==> src/rtl/tmr_counter_ctrl.sv <==
// Triple-modular-redundant up/down counter with modulus, synchronous load,
// per-edge scrubbing of all replicas from the voted value, and fault logging.
module tmr_counter_ctrl #(
    parameter int unsigned      WIDTH   = 64,
    parameter logic [WIDTH-1:0] MODULUS = '0,
    parameter int unsigned      FCNT_W  = 8
) (
    input  logic              clk,
    input  logic              rst,
    input  logic              enable,
    input  logic              up,
    input  logic              load,
    input  logic [WIDTH-1:0]  load_val,
    input  logic              clr_faults,
    input  logic [2:0]        inj,
    input  logic [WIDTH-1:0]  inj_mask,
    output logic [WIDTH-1:0]  q_out,
    output logic              tc,
    output logic [2:0]        mismatch,
    output logic [2:0]        fault_vec,
    output logic [FCNT_W-1:0] fault_cnt,
    output logic              uncorrectable
);

    localparam logic [WIDTH-1:0]  ONE  = WIDTH'(1);
    localparam logic [FCNT_W-1:0] FONE = FCNT_W'(1);
    // MODULUS of 0 selects the natural 2^WIDTH wrap.
    localparam logic [WIDTH-1:0]  LAST = (MODULUS == '0) ? '1 : MODULUS - ONE;

    logic [WIDTH-1:0]  r0_q, r1_q, r2_q;
    logic [WIDTH-1:0]  r0_d, r1_d, r2_d;
    logic [WIDTH-1:0]  v;
    logic [WIDTH-1:0]  nxt;
    logic              any_mismatch;
    logic              all_distinct;
    logic [2:0]        fault_vec_q, fault_vec_d;
    logic [FCNT_W-1:0] fault_cnt_q, fault_cnt_d;
    logic [FCNT_W-1:0] cnt_base;
    logic              uncorr_q, uncorr_d;

    // Bitwise majority vote and per-replica disagreement detection.
    always_comb begin
        v            = (r0_q & r1_q) | (r0_q & r2_q) | (r1_q & r2_q);
        mismatch     = {r2_q != v, r1_q != v, r0_q != v};
        any_mismatch = |mismatch;
        all_distinct = (r0_q != r1_q) && (r0_q != r2_q) && (r1_q != r2_q);
        q_out        = v;
        tc           = enable & ~load & ((up & (v == LAST)) | (~up & (v == '0)));
    end

    // Next count from the voted value: load (clamped), step up/down with wrap, or hold.
    always_comb begin
        nxt = v;
        if (load) begin
            nxt = (load_val > LAST) ? LAST : load_val;
        end else if (enable && up) begin
            nxt = (v == LAST) ? '0 : v + ONE;
        end else if (enable) begin
            nxt = (v == '0) ? LAST : v - ONE;
        end
    end

    // Every replica is rewritten each edge; injection flips bits of selected replicas only.
    always_comb begin
        r0_d = nxt ^ (inj[0] ? inj_mask : '0);
        r1_d = nxt ^ (inj[1] ? inj_mask : '0);
        r2_d = nxt ^ (inj[2] ? inj_mask : '0);
    end

    // Fault log next state; a new event in the clearing cycle is still recorded.
    always_comb begin
        cnt_base    = clr_faults ? '0 : fault_cnt_q;
        fault_cnt_d = (any_mismatch && (cnt_base != '1)) ? cnt_base + FONE : cnt_base;
        fault_vec_d = (clr_faults ? 3'b000 : fault_vec_q) | mismatch;
        uncorr_d    = (clr_faults ? 1'b0 : uncorr_q) | all_distinct;
    end

    // Replica registers.
    always_ff @(posedge clk or negedge rst) begin
        if (!rst) begin
            r0_q <= '0;
            r1_q <= '0;
            r2_q <= '0;
        end else begin
            r0_q <= r0_d;
            r1_q <= r1_d;
            r2_q <= r2_d;
        end
    end

    // Fault log registers.
    always_ff @(posedge clk or negedge rst) begin
        if (!rst) begin
            fault_vec_q <= '0;
            fault_cnt_q <= '0;
            uncorr_q    <= 1'b0;
        end else begin
            fault_vec_q <= fault_vec_d;
            fault_cnt_q <= fault_cnt_d;
            uncorr_q    <= uncorr_d;
        end
    end

    assign fault_vec     = fault_vec_q;
    assign fault_cnt     = fault_cnt_q;
    assign uncorrectable = uncorr_q;

endmodule

==> config.mk <==
export PLATFORM = sky130hd
export DESIGN_NAME = tmr_counter_ctrl
export DESIGN_NICKNAME = d
export VERILOG_FILES = /design/src/rtl/tmr_counter_ctrl.sv
export SDC_FILE = /design/constraint.sdc
export NUM_CORES = 1
export LEC_CHECK = 0
export CAP_MARGIN = 15
export CORE_UTILIZATION = 35
export DETAILED_ROUTE_END_ITERATION = 12
export PLACE_DENSITY_LB_ADDON = 0.08
export SLEW_MARGIN = 15
export SYNTH_ARGS = -nofsm -noshare
export SYNTH_HDL_FRONTEND = slang
export SYNTH_SLANG_ARGS = --single-unit
==> constraint.sdc <==
create_clock -name clk -period 5.2 [get_ports clk]
set_clock_uncertainty 0.1 [all_clocks]
set_input_delay 0.78 -clock clk [delete_from_list [all_inputs] [get_ports clk]]
set_output_delay 0.78 -clock clk [all_outputs]
set_load 0.03 [all_outputs]
==> results_dict.tcl <==
set metrics [dict create \
    p_per_area_mw_per_mm2 550 \
    crit_start "r0_q[38]" \
    final_common_cell "xnor2_1" \
    layout_common_cells "xnor2_1 (391), nand2_1 (269), clkdlybuf4s50_1 (210)" \
    clk_latency_ns 0.56 \
    cts_max_path_buffers 3 \
    core_area_mm2 0.0502 \
    synth_fp_nets 2293 \
    first_pass_iters 5 \
    final.setup.tns_ns 0 \
    via_per_inst 5.67 \
    grtUsageTotal_pct 33.2 \
    maxCapViolCount 0 \
    reg2reg_from "r0_q[1]" \
    cts.sinks 204 \
    post-route-period-util_pct 96.7 \
    syn_area_per_cell_um2 9.08 \
    setup_viol 0 \
    ctsHoldBuffers 0 \
    crit_fanout 7 \
    hold_viol 0 \
    drc 0 \
    slew_headroom_pct 30.1 \
    drt_iter0_markers 1432 \
    wire_per_inst_um 29.2 \
    crit_required_ns 4.32 \
    synth-async-reset-ratio_pct 100 \
    crit_chain "ha_1, nor3_2, xnor2_1, nor4_1, nand4_1, nor4_2, buf_4, inv_1, clkdlybuf4s50_1" \
    power.switching_mw 6.40 \
    cpPeakStageDelay_ns 0.65 \
    rsz0062_at_grt "false" \
    seqPwrFrac_pct 20.9 \
    grt_first_pass_wirelength_mm 121 \
    setup_ws_ns 0.172 \
    chipWidth_um 228 \
    syn_area_mm2 0.0178 \
    combPwrFrac_pct 65.5 \
    leakage_nw 8.54 \
    cts-htree-levels 1 \
    max_clock_freq_mhz 199 \
    boundaryPins 217 \
    endpoint_kind "output pin" \
    port_buffers 216 \
    start_util_pct 35.5 \
    place_ws_ns 0.268 \
    cp_num_buf_inv 3 \
    synth_warnings 0 \
    worst_pin_slew_ns 1.04 \
    ys_ff_latch 204 \
    grt_max_degree 113 \
    antenna_left 0 \
    irDropWorstVdd_uv 294 \
    ys_seq_area_share_pct 28.7 \
    period_needed_ns 5.03 \
    slowest_stage "nor4_1" \
    antenna_found_initial 8 \
    drive_gt1_share_pct 12.0 \
    synth_cell_type_count 76 \
    fp-row-count 82 \
    cts_buffers 25 \
    place_congestion 1.01 \
    clock_tree.root_cell "clkbuf_16" \
    start_kind "flop" \
    synthFlopType "dfrtp_1" \
    grt_pass1_vias 16700 \
    synth_edf_count 0 \
    drt_wl_total_mm 85.9 \
    cts_tree "done" \
    fp.dieArea_mm2 0.0518 \
    outcome "completed" \
    die_h_um 228 \
    nNetsFinal 2586 \
    area_growth_pct 25.3 \
    drv_slew 0 \
    path_clk_slew_ns 0.06 \
    swShare_pct 52.1 \
    finalPower_mw 12.3 \
    netlist_instances 1960 \
    critPathArrivalTime_ns 4.15 \
    p_int_mw 5.87 \
    dp_hpwl_mm 70.5 \
    critical_path_class "flop to output pin" \
    critPathTopFamily "simple AND/OR/NAND/NOR gates" \
    clockPowerShare_pct 13.5 \
    holdCritPathClass "primary input to async pin" \
    overflow 0 \
    via_count 16700 \
]
per-layer routing:
metal / global-route usage [%] / up-vias / wire [µm]
met5: 0 / - / 34
met4: 13.8 / 6 / 4060
met3: 5.87 / 132 / 6110
li1: - / 7576 / -
met1: 43.9 / 8292 / 36900
met2: 53.3 / 695 / 38800
registers in the layout, summed over array words and instances, names as in the netlist:
name / cells
r2_q: 64
uncorrectable: 1
fault_vec: 3
fault_cnt: 8
r1_q: 64
r0_q: 64
cell usage after synthesis, types with 6 or more instances:
master / number / share of area, %
a21oi_1: 38 / 1.1
a221oi_1: 7 / 0.34
a22oi_1: 9 / 0.38
a2bb2oi_2: 7 / 0.59
a31oi_1: 10 / 0.35
and3_1: 7 / 0.25
buf_2: 11 / 0.31
clkbuf_1: 47 / 0.99
clkinv_1: 7 / 0.15
dfrtp_1: 204 / 29
ha_1: 196 / 14
inv_1: 57 / 1.2
inv_2: 10 / 0.21
nand2_1: 269 / 5.7
nand2b_1: 10 / 0.35
nand3_1: 50 / 1.4
nand4_1: 75 / 2.6
nor2_1: 53 / 1.1
nor3_1: 49 / 1.4
nor3_2: 53 / 3.0
nor4_1: 147 / 5.2
o21ai_0: 42 / 1.2
o21ai_2: 7 / 0.34
o31ai_1: 6 / 0.25
or3_1: 7 / 0.25
or4_1: 9 / 0.38
xnor2_1: 391 / 19
xor2_1: 88 / 4.3
cells by family (layout without fill, tap and decap cells):
kind of cell	count (synthesis)	in the layout	synth area share, %
muxes	4	4	0.239
AOI/OAI and AO/OA	178	178	7.33
and+or+nand+nor	765	765	23.5
buffers and inverters	134	443	2.91
other	0	3	0
adders and majority gates	196	196	13.8
xor gates and xnor gates	479	479	23.6
DFF	204	204	28.7
cell type report:
type / count / area (µm²)
clock inverters: 6 / 35.0
clock buffers: 37 / 711
diodes: 3 / 7.51
repair buffers: 325 / 3000
fillers: 4963 / 27900
well taps: 672 / 841
inverters: 75 / 283
multi-input cells: 1622 / 12300
flip-flops and latches: 204 / 5100
through the flow:
stage | utilization, % | instance area (µm²) | hold slack [ns] | std cells
after floorplan | - | 17800 | 0.384 | 1960
after global placement | 42.7 | 21400 | 0.416 | 2898
after detailed placement | 42.7 | 21400 | 0.419 | 2898
after CTS | 44.3 | 22200 | 0.264 | 2941
after global routing | 44.4 | 22300 | 0.286 | 2941
final | 44.5 | 22300 | 0.210 | 2944
path summary, 6_finish.rpt:
kind | end | slack, ns | depth (start not counted)
setup / recovery | mismatch[0] | 0.17 | 9
hold reg to reg | fault_vec[0] | 0.42 | 2
setup reg to reg | r1_q[11] | 0.53 | 16
max in group asynchronous | r0_q[43] | 3.73 | 2
hold / removal | fault_cnt[6] | 0.21 | 1
min in group clk | fault_vec[0] | 0.42 | 2
timing repair:
item	CTS	global route
resized for setup	4	13
setup endpoints to repair	1	3
setup buffers	0	0
power by group through the flow:
stage	sequential, mW	combinational, mW	clock [mW]
floorplan	2.42	4.44	0
finish	2.57	8.04	1.66
detailed placement	2.58	7.83	0
global route	2.62	8.43	1.75
global placement	2.57	7.85	0
CTS	2.56	7.89	1.70
Power figures use the tool's default switching activity.
